--- config.mk ---
export PLATFORM = sky130hd
export DESIGN_NAME = alu_share_arbiter
export DESIGN_NICKNAME = d
export VERILOG_FILES = /design/src/rtl/alu_share_arbiter.sv
export SDC_FILE = /design/constraint.sdc
export NUM_CORES = 1
export LEC_CHECK = 0
export ABC_CLOCK_PERIOD_IN_PS = 6400
export BUFFER_PORTS_ARGS = -buffer_cell sky130_fd_sc_hd__buf_2
export CORE_MARGIN = 2
export CORE_UTILIZATION = 60
export CTS_BUF_LIST = sky130_fd_sc_hd__clkbuf_8
export CTS_CLUSTER_SIZE = 10
export DETAILED_ROUTE_END_ITERATION = 10
export PLACE_DENSITY = 0.83
export SLEW_MARGIN = 10
export SYNTH_ARGS = -nofsm -noshare
export SYNTH_HDL_FRONTEND = slang
export SYNTH_SLANG_ARGS = --single-unit
--- constraint.sdc ---
create_clock -name clk -period 6.4 [get_ports clk]
set_clock_uncertainty 0.15 [all_clocks]
set_input_delay 1.92 -clock clk [delete_from_list [all_inputs] [get_ports clk]]
set_output_delay 1.92 -clock clk [all_outputs]
set_load 0.01 [all_outputs]
--- src/rtl/alu_share_arbiter.sv ---
// alu_share_arbiter
// Time-shares one WIDTH-bit ALU between two requesters. In IDLE the block
// picks a winner (round-robin or fixed priority) and captures its
// operands. In EXEC it evaluates them and registers the result. In RESP
// it holds the result until the winner accepts it.
//
// Ports:
//   clk, rst_n           clock (rising edge), async active-low reset
//   reqN, opN, aN, bN    request + ALU op code and operands, N = 0/1
//   gntN                 one-cycle pulse: requester N's operands captured
//   rvalidN, rreadyN     result handshake towards requester N
//   res, zero, ovf       registered result, res==0 flag, signed overflow
//   busy                 FSM not in IDLE
module alu_share_arbiter #(
    parameter int WIDTH = 32,
    parameter int RR_EN = 1
) (
    input  logic             clk,
    input  logic             rst_n,
    input  logic             req0,
    input  logic [2:0]       op0,
    input  logic [WIDTH-1:0] a0,
    input  logic [WIDTH-1:0] b0,
    output logic             gnt0,
    output logic             rvalid0,
    input  logic             rready0,
    input  logic             req1,
    input  logic [2:0]       op1,
    input  logic [WIDTH-1:0] a1,
    input  logic [WIDTH-1:0] b1,
    output logic             gnt1,
    output logic             rvalid1,
    input  logic             rready1,
    output logic [WIDTH-1:0] res,
    output logic             zero,
    output logic             ovf,
    output logic             busy
);

    localparam int SHW = $clog2(WIDTH);

    typedef enum logic [1:0] {IDLE, EXEC, RESP} state_t;

    typedef enum logic [2:0] {
        OP_AND = 3'b000, OP_OR  = 3'b001, OP_ADD = 3'b010, OP_XOR = 3'b011,
        OP_NOR = 3'b100, OP_SRL = 3'b101, OP_SUB = 3'b110, OP_SLT = 3'b111
    } alu_op_t;

    state_t           state;
    logic             prio;
    logic             owner;
    logic [2:0]       op_q;
    logic [WIDTH-1:0] a_q;
    logic [WIDTH-1:0] b_q;

    logic             winner;
    logic             owner_ready;
    logic [WIDTH-1:0] alu_res;
    logic             alu_ovf;

    // With both requests pending, round-robin hands the grant to prio;
    // fixed priority always favours requester 0.
    always_comb begin
        if (req0 && req1)
            winner = (RR_EN != 0) ? prio : 1'b0;
        else
            winner = req1;
    end

    // The non-owner's rready is deliberately ignored.
    assign owner_ready = owner ? rready1 : rready0;

    // NOTE: every signal assigned in this block gets a default first so no
    // op code leaves one unassigned, which would infer a latch.
    always_comb begin
        alu_res = '0;
        alu_ovf = 1'b0;
        unique case (alu_op_t'(op_q))
            OP_AND: alu_res = a_q & b_q;
            OP_OR:  alu_res = a_q | b_q;
            OP_ADD: begin
                alu_res = a_q + b_q;
                alu_ovf = (a_q[WIDTH-1] == b_q[WIDTH-1]) &&
                          (alu_res[WIDTH-1] != a_q[WIDTH-1]);
            end
            OP_XOR: alu_res = a_q ^ b_q;
            OP_NOR: alu_res = ~(a_q | b_q);
            OP_SRL: alu_res = b_q >> a_q[SHW-1:0];
            OP_SUB: begin
                alu_res = a_q - b_q;
                alu_ovf = (a_q[WIDTH-1] != b_q[WIDTH-1]) &&
                          (alu_res[WIDTH-1] != a_q[WIDTH-1]);
            end
            OP_SLT: alu_res = {{(WIDTH-1){1'b0}}, $signed(a_q) < $signed(b_q)};
            default: alu_res = '0;
        endcase
    end

    // NOTE: state is updated with non-blocking assignments so every
    // register samples values from before this edge, regardless of order.
    always_ff @(posedge clk or negedge rst_n) begin
        if (!rst_n) begin
            state   <= IDLE;
            prio    <= 1'b0;
            owner   <= 1'b0;
            op_q    <= '0;
            a_q     <= '0;
            b_q     <= '0;
            gnt0    <= 1'b0;
            gnt1    <= 1'b0;
            rvalid0 <= 1'b0;
            rvalid1 <= 1'b0;
            res     <= '0;
            zero    <= 1'b0;
            ovf     <= 1'b0;
            busy    <= 1'b0;
        end else begin
            unique case (state)
                IDLE: begin
                    if (req0 || req1) begin
                        owner <= winner;
                        op_q  <= winner ? op1 : op0;
                        a_q   <= winner ? a1 : a0;
                        b_q   <= winner ? b1 : b0;
                        gnt0  <= ~winner;
                        gnt1  <= winner;
                        busy  <= 1'b1;
                        state <= EXEC;
                    end
                end
                EXEC: begin
                    gnt0    <= 1'b0;
                    gnt1    <= 1'b0;
                    res     <= alu_res;
                    zero    <= (alu_res == '0);
                    ovf     <= alu_ovf;
                    rvalid0 <= ~owner;
                    rvalid1 <= owner;
                    state   <= RESP;
                end
                RESP: begin
                    if (owner_ready) begin
                        rvalid0 <= 1'b0;
                        rvalid1 <= 1'b0;
                        prio    <= ~owner;
                        busy    <= 1'b0;
                        state   <= IDLE;
                    end
                end
                default: state <= IDLE;
            endcase
        end
    end

endmodule

-- Word-level counts from Yosys, hierarchy flattened
Cells that the tools add are included.
- bits in registers: 110
- latch bits: 0
- memory bits (writable): 0
- memory bits (read-only): 0
- bits of input ports: 140
- output and inout bits: 39
- logic and storage cells: 74
- memories kept: 0
- $add $sub $neg: 2
- multiply operators: 0
- div/mod/pow operators: 0
- order comparisons: 1
- equal/unequal tests: 15
- shifts and indexed selects: 1
- multiplexer cells: 19
- bitwise gates (word level): 6
- reductions and logical operators: 16
- operators with widths (operator ; number):
    $pmux 32 s8 ; 1
    $mux 32 ; 2
    $add 32x32->32 ; 1
    $and 32x32->32 ; 1
    $logic_not 32->1 ; 1
    $lt 32x32->1 ; 1
    $not 32->32 ; 1
    $or 32x32->32 ; 1
    $shr 32x5->32 ; 1
    $sub 32x32->32 ; 1
    $xor 32x32->32 ; 1
    $eq 3x3->1 const B ; 4
    $pmux 1 s2 ; 6
    $reduce_and 2->1 ; 5
    $eq 3x2->1 const B ; 2
    $mux 1 ; 6
    $pmux 2 s3 ; 1
    $reduce_bool 2->1 ; 3
    $mux 2 ; 2
    $ne 2x2->1 const B ; 2
    $eq 3x1->1 const B ; 1
    $logic_and 1x1->1 ; 3
    $logic_not 3->1 ; 1
    $mux 3 ; 1
    other kinds (8) ; 11

-- Longest topological paths before layout
Gate-level depths: netlist of the first run.
- depth in word-level cells: 5
- depth in mapped cells: 17
- mapped depth without buffers: 14

-- Worst setup path after synthesis of the first run
No wires, ideal clock.
- kind: reg-to-reg
- start: register a_q[2]
- end: register zero
- setup time: 0.076 ns
- arrival: 4.206 ns
- data required time: 6.174 ns
- setup slack: 1.968 ns
- cell stages (with the launch flop): 18
- path buffers: 4
- period minus slack after synthesis: 4.432 ns
- cells stage by stage: dfrtp_1 buf_2 buf_2 inv_1 buf_1 ha_1 buf_2 nor3_1 nand2_1 a2111oi_0 o211ai_1 o21ai_1 a41oi_1 mux2i_1 o32a_1 nand4b_1 or4b_1 o21ai_1
- cells in the longest elaborated chain, start to end: 4
- elaborated cells on any way between the ends: 10
- classes of those cells: 2 x add/sub; 1 x order compare; 1 x shift; 1 x mux; 4 x bitwise; 1 x reduce/logical
- ends and longest elaborated chain (item ; RTL line ; RTL):
    from (decl) ; 53 ; logic [WIDTH-1:0] a_q;
    from (signal assigned) ; 123 ; a_q <= winner ? a1 : a0;
    parallel branches: the longest is 2 deep, another holds $sub 32x32->32 ; - ;
    $pmux 32 s8 (*) ; 78 ; unique case (alu_op_t'(op_q))
    $logic_not 32->1 (*) ; 135 ; zero <= (alu_res == '0);
    to (signal assigned) ; 135 ;
    to (decl) ; 35 ; output logic zero,
Every way passes the cells marked *.
A chain may end at the register's enable or synchronous reset.

-- Worst setup path after layout of the first run
- start: register a_q[0]
- end: register zero
The elaborated chain is that of the path after synthesis.

==> results of run 1 <==
## critical path, stage by stage, from the launching register on
cell and delay (ps):
sky130_fd_sc_hd__dfrtp_2 590, sky130_fd_sc_hd__ha_1 430, sky130_fd_sc_hd__inv_1 100, sky130_fd_sc_hd__fa_1 430, sky130_fd_sc_hd__nand2b_1 250, sky130_fd_sc_hd__a2111oi_4 560
sky130_fd_sc_hd__o2111ai_1 200, sky130_fd_sc_hd__nand2_1 220, sky130_fd_sc_hd__mux2i_1 100, sky130_fd_sc_hd__o32ai_1 420, sky130_fd_sc_hd__o2111ai_1 190, sky130_fd_sc_hd__a2111oi_1 820
sky130_fd_sc_hd__nand4b_1 170, sky130_fd_sc_hd__or4b_1 550, sky130_fd_sc_hd__o21ai_1 130
## cells by family after synthesis
kind of cell	Yosys count
simple gates	522
xor+xnor	21
fa+ha+maj	104
mux	160
buf+inv	220
compound gates	485
flops	110
## state kept, by name, summed over array words and instances (netlist names)
register	flops
a_q	32
b_q	32
res	32
op_q	3
state	2
busy	1
gnt0	1
gnt1	1
ovf	1
owner	1
prio	1
rvalid0	1
rvalid1	1
zero	1
## per-layer routing
metal	wire, µm	GRT usage	vias up	part of all wire
met5	32	0	-	0.00066
met4	2330	0.187	4	0.048
met3	6370	0.110	180	0.13
met2	21100	0.657	1002	0.43
met1	18800	0.579	6467	0.39
li1	-	-	6102	-
## synth_stat cells (all sizes together), types with 10 or more instances
cell type	n	area, µm²
a221oi	19	184
dfrtp	110	2750
nand2b	16	100
ha	102	1280
nor2b	14	87.6
o211a	10	100
nand2	228	856
mux2i	120	1200
nor2	129	484
nand4	20	125
o211ai	22	165
mux2	15	169
mux4	25	563
inv	103	387
a21o	14	105
nand3	22	110
a21oi	88	440
nor3	23	115
a211oi	19	143
buf	37	191
o21ai	151	756
or3	13	86.3
o31ai	18	140
clkbuf	80	300
xnor2	16	140
## cell type report
| class | count | area, µm² | area share |
|---|---|---|---|
| multi-input cells | 1292 | 9130 | 0.654 |
| flip-flops and latches | 110 | 2750 | 0.197 |
| inverters | 103 | 387 | 0.0277 |
| clock buffers | 9 | 124 | 0.00887 |
| well taps | 275 | 344 | 0.0246 |
| clock inverters | 7 | 88.8 | 0.00636 |
| repair buffers | 206 | 1130 | 0.0808 |
## layout by cell type, fill, tap and decap left out, types with 22 or more instances in the layout
| cell type | count |
|---|---|
| sky130_fd_sc_hd__o21ai_0 | 142 |
| sky130_fd_sc_hd__inv_1 | 99 |
| sky130_fd_sc_hd__mux4_2 | 25 |
| sky130_fd_sc_hd__nor3_1 | 23 |
| sky130_fd_sc_hd__nor2_1 | 126 |
| sky130_fd_sc_hd__nand2_1 | 228 |
| sky130_fd_sc_hd__dfrtp_1 | 109 |
| sky130_fd_sc_hd__a21oi_1 | 88 |
| sky130_fd_sc_hd__ha_1 | 102 |
| sky130_fd_sc_hd__o211ai_1 | 22 |
| sky130_fd_sc_hd__buf_2 | 177 |
| sky130_fd_sc_hd__nand3_1 | 22 |
| sky130_fd_sc_hd__buf_4 | 27 |
| sky130_fd_sc_hd__mux2i_1 | 120 |
## how the worst min path moves through the flow
stage,endpoint,slack (ps),cells after the start,from
floorplan,prio$_DFFE_PN0P_,320,2,prio$_DFFE_PN0P_
global placement,res[15]$_DFFE_PN0P_,300,2,res[15]$_DFFE_PN0P_
detailed placement,ovf$_DFFE_PN0P_,310,2,ovf$_DFFE_PN0P_
CTS,res[20]$_DFFE_PN0P_,340,2,res[20]$_DFFE_PN0P_
global route,busy$_DFFE_PN0P_,370,2,busy$_DFFE_PN0P_
finish,res[10]$_DFFE_PN0P_,340,2,res[10]$_DFFE_PN0P_
## per-stage QoR
stage	cell area (µm²)	hold WS, ps	util	instances
finish	14000	336	0.666	2002
global route	14000	372	0.666	2002
CTS	14000	341	0.666	2002
detailed placement	13700	310	0.656	1986
global placement	13700	303	0.656	1986
floorplan	12700	321	-	1622
==> results by group, run 1 <==
GRT
  • Remaining global-route overflow: 0
  • Global-route usage over all layers: 0.431
  • Vias in the first global route: about 13000
  • Global-route wire length before repair: around 74 mm
  • Largest net degree at the start of global routing: approximately 140
  • Initial antenna violation count: 3

Logic synthesis
  • Share of async-settable or async-resettable flops after synthesis: 1.00
  • Average instance area after synthesis: 7.85 µm²
  • Dominant combinational cell family by area after synthesis: compound AO/OA/AOI/OAI gates
  • Post-Synth XOR/XNOR Area: 0.0144
  • Share of the synthesized area in compound gates (AO/OA/AOI/OAI): 0.259
  • Prevailing post-synth register cell: sky130_fd_sc_hd__dfrtp_1
  • Count of cell types in the netlist: between 80 and 90
  • Simple-Gate Fraction of Synth Area: 0.186
  • Mapped Area: 12700 µm²
  • Syn. warnings: 0
  • Share of synthesized area spent on multiplexers: 0.152
  • Synth Instances: between 1500 and 2000
  • Number of enable-type register cells in the synthesized netlist: 0
  • Share of the yosys chip area belonging to registers: 0.216
  • Number of nets produced by synthesis: about 1900
  • Seq cells post-synth: 110
  • Fraction of the mapped netlist area in adder cells: 0.103

Cells and area
  • Net count, final: between 1500 and 2000
  • Number of fillers in the final layout: about 1800
  • Area grow syn2layout: 9.64%
  • Share of final-layout standard cells stronger than drive strength 1: 0.175
  • N_diodes: 0

Timing
  • Worst-case headroom to the max-slew limit: 0.278
  • Tightest Pin Transition: 1080 ps
  • Endpoints failing hold: 0
  • Final worst setup slack: about 1000 ps
  • Finish-stage setup viols: 0
  • Setup_tns: 0 ps
  • Time the worst path needs with I/O delays and setup: roughly 5400 ps
  • Unrepaired setup endpoints after global routing: no
  • Max-slew violation total from the final report: 0
  • Max Clock Freq: 186 MHz
  • Post-route clock period utilization: 0.840

Worst setup path
  • Setup slack on the worst flop-to-flop path: about 1000 ps
  • Logic depth of the worst register-to-register path: 14
  • Worst Path Max Fanout: 14
  • Crit Path Category: register to register
  • Data required, critical path: approximately 6600 ps
  • Arrival time of data at the critical path endpoint: 5600 ps
  • Kind of end point of the critical path: register
  • Critical path launch point: a_q[0]$_DFFE_PN0P_
  • Worst setup path endpoint: zero$_DFFE_PN0P_
  • R2R Path End: zero$_DFFE_PN0P_
  • Startpoint kind of the worst setup timing path: register
  • Source of the worst register-to-register timing path: a_q[0]$_DFFE_PN0P_

Routing
  • DRT antenna net count: 0
  • Overall routed net length: a little under 50 mm
  • Drt pass-1 iters: 6
  • Count of vias placed by the detailed router: between 10000 and 15000
  • Average via count per standard cell: a little under 7
  • Post-route DRC: 0
  • Number of design-rule violations left by the first detailed-router iteration: around 2000
  • Routed length per placed instance: around 24 µm

Floorplan
  • Core region area: 21000 µm²
  • Die Outline Area: 22400 µm²
  • DIE WIDTH: about 150 µm
  • Starting density of the core: 0.608
  • IO Pins: about 180
  • Core Rows: 53
  • Height of the die: approximately 150 µm

CTS
  • Number of buffers created by CTS: 9
  • Clock transition at path regs: about 140 ps
  • Hold bufs inserted after CTS: 0
  • Buffers inserted during post-CTS setup optimization: 0
  • Insertion delay of the later-clocked pin in the worst-skew pair: 440 ps
  • Root cell of the clock tree: sky130_fd_sc_hd__clkbuf_8
  • Clock tree from TritonCTS: done
  • Clock sink total: 110
  • Number of buffers on the longest clock path: 2
  • Clock H-tree levels: 3
  • Number of gates given a new drive strength after cts: 0

Run
  • Max-capacitance violation count: 0

Placement
  • Pre-CTS setup slack: 1220 ps
  • Routability-driven placement congestion ratio: 1.06
  • Buffers added on ports: about 180
  • Estimated wirelength of the detail-placed design: roughly 38 mm

Status
  • Run status: completed

Worst hold path
  • Class of the tightest hold or removal check: register to register
Power of run 1 is left out: the tool's default activity adds up to more than one toggle a clock period on the data nets, which glitch-free logic cannot reach.
==> run 2, diff against run 1 <==
Settings changed: ABC_CLOCK_PERIOD_IN_PS 6400 to 5000.
Clock period 6.4 ns to 5 ns, I/O delays scaled along.
==> results by group, run 2 (same netlist as run 1, synthesis figures left out) <==
Placement
  • Estimated wirelength of the detail-placed design: 39.3 mm (+4.7%)
  • DP Cell Count: 2044 (+2.9%)
  • Buffers added on ports: 178 (unchanged)
  • Routability-driven placement congestion ratio: 1.08 (+2.4%)

Timing
  • Worst-case headroom to the max-slew limit: 0.284 (+0.00630)
  • Time the worst path needs with I/O delays and setup: 4780 ps (-599 ps)
  • Tightest Pin Transition: 1050 ps (-35.3 ps)
  • Unrepaired setup endpoints after global routing: no
  • Endpoints failing hold: 0 (unchanged)
  • Finish-stage setup viols: 0 (unchanged)
  • Max-slew violation total from the final report: 0 (unchanged)
  • Setup_tns: 0 ps (unchanged)
  • Post-route clock period utilization: 0.956 (+0.116)
  • Post-Route Hold Slack: 336 ps (-0.125 ps)
  • Max Clock Freq: 209 MHz (+13%)

Worst setup path
  • Worst Path Max Fanout: 6 (-8)
  • Ordered cell list for the critical path: buf_4 > ha_1 > fa_1 > o21bai_1 > nand4_1 > a211o_1 > a31o_2 > o32ai_1 > o2111ai_1 > a2111oi_1 > buf_4 > nand4b_1 > or4b_1 > o21ai_1
  • Largest incremental delay on the critical path: 510 ps (-310 ps)
  • Data required, critical path: 5220 ps (-1400 ps)
  • Crit Path Category: register to register
  • Startpoint kind of the worst setup timing path: register
  • Crit path max-delay cell type: sky130_fd_sc_hd__or4b_1
  • Kind of end point of the critical path: register
  • Most numerous cell on the critical path: sky130_fd_sc_hd__buf_4
  • Arrival time of data at the critical path endpoint: 5000 ps (-600 ps)

Floorplan
  • Core Rows: 53 (unchanged)
  • Starting density of the core: 0.608 (unchanged)
  • Core region area: 21000 µm² (unchanged)
  • IO Pins: 179 (unchanged)
  • Die Outline Area: 22400 µm² (unchanged)
  • DIE WIDTH: 150 µm (unchanged)
  • Height of the die: 150 µm (unchanged)

Status
  • Run status: completed

Routing
  • Count of vias placed by the detailed router: 14200 (+2.9%)
  • Average via count per standard cell: 6.87 (about the same)
  • Number of design-rule violations left by the first detailed-router iteration: 2170 (+7.5%)
  • Post-route DRC: 0 (unchanged)
  • Drt pass-1 iters: 6 (unchanged)
  • DRT antenna net count: 0 (unchanged)
  • Overall routed net length: 49.8 mm (+2.4%)
  • Routed length per placed instance: 24.2 µm (-0.46%)

GRT
  • Vias in the first global route: 13300 (+3.1%)
  • Initial antenna violation count: 1 (-2)
  • Remaining global-route overflow: 0 (unchanged)
  • Global-route wire length before repair: 75.7 mm (+2.0%)
  • Largest net degree at the start of global routing: 91 (-33%)
  • Global-route usage over all layers: 0.441 (+0.00996)

Cells and area
  • Most common library cell in the layout ignoring fill and taps: sky130_fd_sc_hd__nand2_1
  • Biggest regs: a_q x32, b_q x32, res x32
  • N_diodes: 0 (unchanged)
  • Net count, final: 2024 (+3.0%)
  • Area grow syn2layout: 13.2%
  • Number of fillers in the final layout: 1714 (-5.5%)
  • Share of final-layout standard cells stronger than drive strength 1: 0.201 (+0.0257)
  • Non-Filler Instances: 2060 (+2.9%)
  • Most frequent cells in the layout: 228 x sky130_fd_sc_hd__nand2_1, 177 x sky130_fd_sc_hd__buf_2, 142 x sky130_fd_sc_hd__o21ai_0, 128 x sky130_fd_sc_hd__nor2_1, 120 x sky130_fd_sc_hd__mux2i_1
  • Final core utilization: 0.688 (+0.0217)

CTS
  • Clock H-tree levels: 3 (unchanged)
  • Insertion delay of the later-clocked pin in the worst-skew pair: 420 ps (-20 ps)
  • Clock sink total: 110 (unchanged)
  • Clock transition at path regs: 140 ps (about the same)
  • Number of buffers created by CTS: 9 (unchanged)
  • Hold bufs inserted after CTS: 0 (unchanged)
  • Number of buffers on the longest clock path: 2 (unchanged)
  • Clock tree from TritonCTS: done
  • Root cell of the clock tree: sky130_fd_sc_hd__clkbuf_8

Run
  • Max-capacitance violation count: 0 (unchanged)

Worst hold path
  • Class of the tightest hold or removal check: register to register
## run 2: cell count changes in the layout (fill, tap and decap cells not counted), moves of 2 or more
cell,previous run,this run
sky130_fd_sc_hd__nor2_1,126,128
sky130_fd_sc_hd__nor2_2,3,1
sky130_fd_sc_hd__buf_4,27,83
sky130_fd_sc_hd__inv_12,2,0
sky130_fd_sc_hd__clkinv_8,1,3
sky130_fd_sc_hd__buf_12,2,4
## run 2: path summary, 6_finish.rpt
check / endpoint / from / slack, ps / cells past startpoint
max in group asynchronous: a_q[0]$_DFFE_PN0P_ / rst_n / 2990 / 2
hold / removal: res[25]$_DFFE_PN0P_ / res[25]$_DFFE_PN0P_ / 340 / 2
hold reg to reg: res[25]$_DFFE_PN0P_ / res[25]$_DFFE_PN0P_ / 340 / 2
setup / recovery: zero$_DFFE_PN0P_ / b_q[0]$_DFFE_PN0P_ / 220 / 14
setup reg to reg: zero$_DFFE_PN0P_ / b_q[0]$_DFFE_PN0P_ / 220 / 14
min in group asynchronous: b_q[10]$_DFFE_PN0P_ / rst_n / 960 / 1
## run 2: worst max-delay path: cells and delay by family (launching register included)
family | cells | cell delay (ps)
AND/OR/NAND/NOR | 3 | 1000
adder cells (fa/ha/maj) | 2 | 630
AO/OA/AOI/OAI | 7 | 2180
buffers and inverters | 2 | 370
flip-flops | 1 | 400
## run 2: timing repair
action | 4_1_cts | 5_1_grt
setup buffers | 0 | 0
endpoints found under the setup margin | 0 | 1
resized for setup | 0 | 1
## run 2: cell type report
type                       count  area, µm²  share of cell area
tap                          275        344              0.0239
clock buffer                   9        124             0.00859
timing repair buffer         264       1590               0.110
clock inverter                 7       86.3             0.00599
inverter                     103        387              0.0268
multi-input combinational   1292       9130               0.633
sequential                   110       2750               0.191
## run 2: metal layers
| layer | up-vias | global-route usage | share of wire |
|---|---|---|---|
| met3 | 209 | 0.106 | 0.14 |
| met5 | - | 0 | 0.00036 |
| met2 | 1167 | 0.669 | 0.43 |
| met1 | 6571 | 0.597 | 0.38 |
| met4 | 2 | 0.196 | 0.049 |
| li1 | 6207 | - | - |
## run 2: through the flow
step                setup WS (ps)  instance area (µm²)
global placement              458                14200
CTS                           285                14400
floorplan                     568                12700
detailed placement            345                14200
finish                        221                14400
global route                 14.1                14400
Power of run 2 is left out for the same reason.
==> run 3, diff against run 2 <==
Settings changed: ABC_CLOCK_PERIOD_IN_PS 5000 to 5100, PLACE_DENSITY 0.83 to default, PLACE_DENSITY_LB_ADDON from default to 0.08.
Clock period 5 ns to 5.1 ns, I/O delays scaled along.
==> results by group, run 3 (same netlist as run 1, synthesis figures left out) <==
Timing
  • Worst-case headroom to the max-slew limit: 0.339 (+0.0549)
  • Time the worst path needs with I/O delays and setup: 5090 ps (+308 ps)
  • Max-slew violation total from the final report: 0 (unchanged)
  • Tightest Pin Transition: 978 ps (-68.7 ps)
  • Finish-stage setup viols: 0 (unchanged)
  • Unrepaired setup endpoints after global routing: no
  • Endpoints failing hold: 0 (unchanged)
  • Max Clock Freq: 197 MHz (-6.1%)
  • Post-route clock period utilization: 0.998 (+0.0417)
  • Setup_tns: 0 ps (unchanged)

Worst hold path
  • Class of the tightest hold or removal check: register to register
  • Number of instances on the worst hold path: 2 (unchanged)

Placement
  • DP Cell Count: 2043 (-0.049%)
  • Routability-driven placement congestion ratio: 1.06 (-1.7%)
  • Estimated wirelength of the detail-placed design: 38.9 mm (-0.91%)
  • Buffers added on ports: 178 (unchanged)

Floorplan
  • DIE WIDTH: 150 µm (unchanged)
  • Core region area: 21000 µm² (unchanged)
  • Height of the die: 150 µm (unchanged)
  • Starting density of the core: 0.608 (unchanged)
  • IO Pins: 179 (unchanged)
  • Die Outline Area: 22400 µm² (unchanged)
  • Core Rows: 53 (unchanged)

Worst setup path
  • Worst Path Max Fanout: 45 (+39)
  • Crit path max-delay cell type: sky130_fd_sc_hd__o32ai_1
  • Most numerous cell on the critical path: sky130_fd_sc_hd__mux2i_1
  • Data required, critical path: 5330 ps (+110 ps)
  • Ordered cell list for the critical path: buf_12 > mux2i_1 > mux2i_1 > mux2i_1 > or3_1 > nand4_1 > o32ai_1 > o2111ai_1 > a2111oi_1 > buf_4 > nand4b_1 > or4b_1 > o21ai_1
  • Crit Path Category: register to register
  • Kind of end point of the critical path: register
  • Count of cell instances traversed by the critical path: 13 (-1)
  • Arrival time of data at the critical path endpoint: 5310 ps (+310 ps)
  • Largest incremental delay on the critical path: 720 ps (+210 ps)
  • Category of cells accounting for the largest share of critical-path delay: compound AO/OA/AOI/OAI gates
  • Logic depth of the worst register-to-register path: 13 (-1)
  • Buffer and inverter count on the worst path: 2 (unchanged)
  • Startpoint kind of the worst setup timing path: register

Cells and area
  • Biggest regs: a_q x32, b_q x32, res x32
  • Area grow syn2layout: 13.5%
  • Net count, final: 2025 (+0.049%)
  • Non-Filler Instances: 2063 (+0.15%)
  • Most frequent cells in the layout: 228 x sky130_fd_sc_hd__nand2_1, 177 x sky130_fd_sc_hd__buf_2, 142 x sky130_fd_sc_hd__o21ai_0, 128 x sky130_fd_sc_hd__nor2_1, 120 x sky130_fd_sc_hd__mux2i_1
  • Most common library cell in the layout ignoring fill and taps: sky130_fd_sc_hd__nand2_1
  • Final core utilization: 0.690 (+0.00191)
  • Share of final-layout standard cells stronger than drive strength 1: 0.203 (+0.00157)

CTS
  • Hold bufs inserted after CTS: 0 (unchanged)
  • Clock transition at path regs: 150 ps (about the same)
  • Number of buffers on the longest clock path: 2 (unchanged)
  • Clock H-tree levels: 3 (unchanged)
  • Number of buffers created by CTS: 9 (unchanged)
  • Clock tree from TritonCTS: done
  • Insertion delay of the later-clocked pin in the worst-skew pair: 440 ps (+20 ps)
  • Clock sink total: 110 (unchanged)
  • Root cell of the clock tree: sky130_fd_sc_hd__clkbuf_8

Routing
  • Overall routed net length: 49.3 mm (-1.0%)
  • Routed length per placed instance: 23.9 µm (-1.1%)
  • Number of design-rule violations left by the first detailed-router iteration: 2309 (+6.4%)
  • Average via count per standard cell: 6.78 (-1.4%)
  • Drt pass-1 iters: 6 (unchanged)
  • Count of vias placed by the detailed router: 14000 (-1.2%)
  • Post-route DRC: 0 (unchanged)
  • DRT antenna net count: 0 (unchanged)

GRT
  • Largest net degree at the start of global routing: 69 (-24%)
  • Global-route wire length before repair: 75.5 mm (-0.15%)
  • Remaining global-route overflow: 0 (unchanged)
  • Vias in the first global route: 13000 (-1.9%)
  • Global-route usage over all layers: 0.441 (+0.000612)
  • Initial antenna violation count: 1 (unchanged)

Run
  • Max-capacitance violation count: 0 (unchanged)

Status
  • Run status: completed
==> run 3: what timing repair did <==
action | 4_1_cts | 5_1_grt
resized for setup | 0 | 3
setup buffers | 0 | 2
endpoints found under the setup margin | 0 | 1
==> run 3: path summary, 6_finish.rpt <==
| kind | to | start | slack, ps |
|---|---|---|---|
| worst min-delay path | res[3]$_DFFE_PN0P_ | res[3]$_DFFE_PN0P_ | 340 |
| worst min register to register | res[3]$_DFFE_PN0P_ | res[3]$_DFFE_PN0P_ | 340 |
| worst max register to register | zero$_DFFE_PN0P_ | a_q[0]$_DFFE_PN0P_ | 10 |
| max in group asynchronous | a_q[0]$_DFFE_PN0P_ | rst_n | 3000 |
| worst max-delay path | zero$_DFFE_PN0P_ | a_q[0]$_DFFE_PN0P_ | 10 |
| min in group asynchronous | a_q[15]$_DFFE_PN0P_ | rst_n | 1020 |
==> run 3: per-stage QoR <==
step | hold slack [ps] | worst slack, ps | cell area, µm²
4_1_cts | 336 | 173 | 14400
3_3_place_gp | 306 | 197 | 14200
5_1_grt | 354 | 6.07 | 14400
2_1_floorplan | 321 | 668 | 12700
6_report | 342 | 12.3 | 14500
3_5_place_dp | 306 | 178 | 14200
==> run 3: cell type report <==
type | instances | area [µm²]
Clock inverter | 7 | 86.3
Clock buffer | 9 | 124
Multi-Input combinational cell | 1292 | 9150
Tap cell | 275 | 344
Inverter | 103 | 387
Sequential cell | 110 | 2750
Fill cell | 1753 | 6500
Timing Repair Buffer | 265 | 1610
Antenna cell | 2 | 5.00
==> run 3: routing by layer <==
metal / routed length (µm) / global-route usage / share of wire / up-vias
li1: - / - / - / 6211
met1: 19200 / 0.594 / 0.39 / 6535
met2: 20800 / 0.655 / 0.42 / 1023
met3: 6700 / 0.138 / 0.14 / 215
met4: 2580 / 0.185 / 0.052 / 0
met5: 0 / 0 / 0 / -
==> run 3: worst reg2reg max path, stage by stage, from the launching register on <==
cell,delay [ps]
sky130_fd_sc_hd__dfrtp_2,530
sky130_fd_sc_hd__buf_12,330
sky130_fd_sc_hd__mux2i_1,610
sky130_fd_sc_hd__mux2i_1,250
sky130_fd_sc_hd__mux2i_1,440
sky130_fd_sc_hd__or3_1,180
sky130_fd_sc_hd__nand4_1,230
sky130_fd_sc_hd__o32ai_1,720
sky130_fd_sc_hd__o2111ai_1,210
sky130_fd_sc_hd__a2111oi_1,410
sky130_fd_sc_hd__buf_4,190
sky130_fd_sc_hd__nand4b_1,120
sky130_fd_sc_hd__or4b_1,530
sky130_fd_sc_hd__o21ai_1,150
Power of run 3 is left out for the same reason.
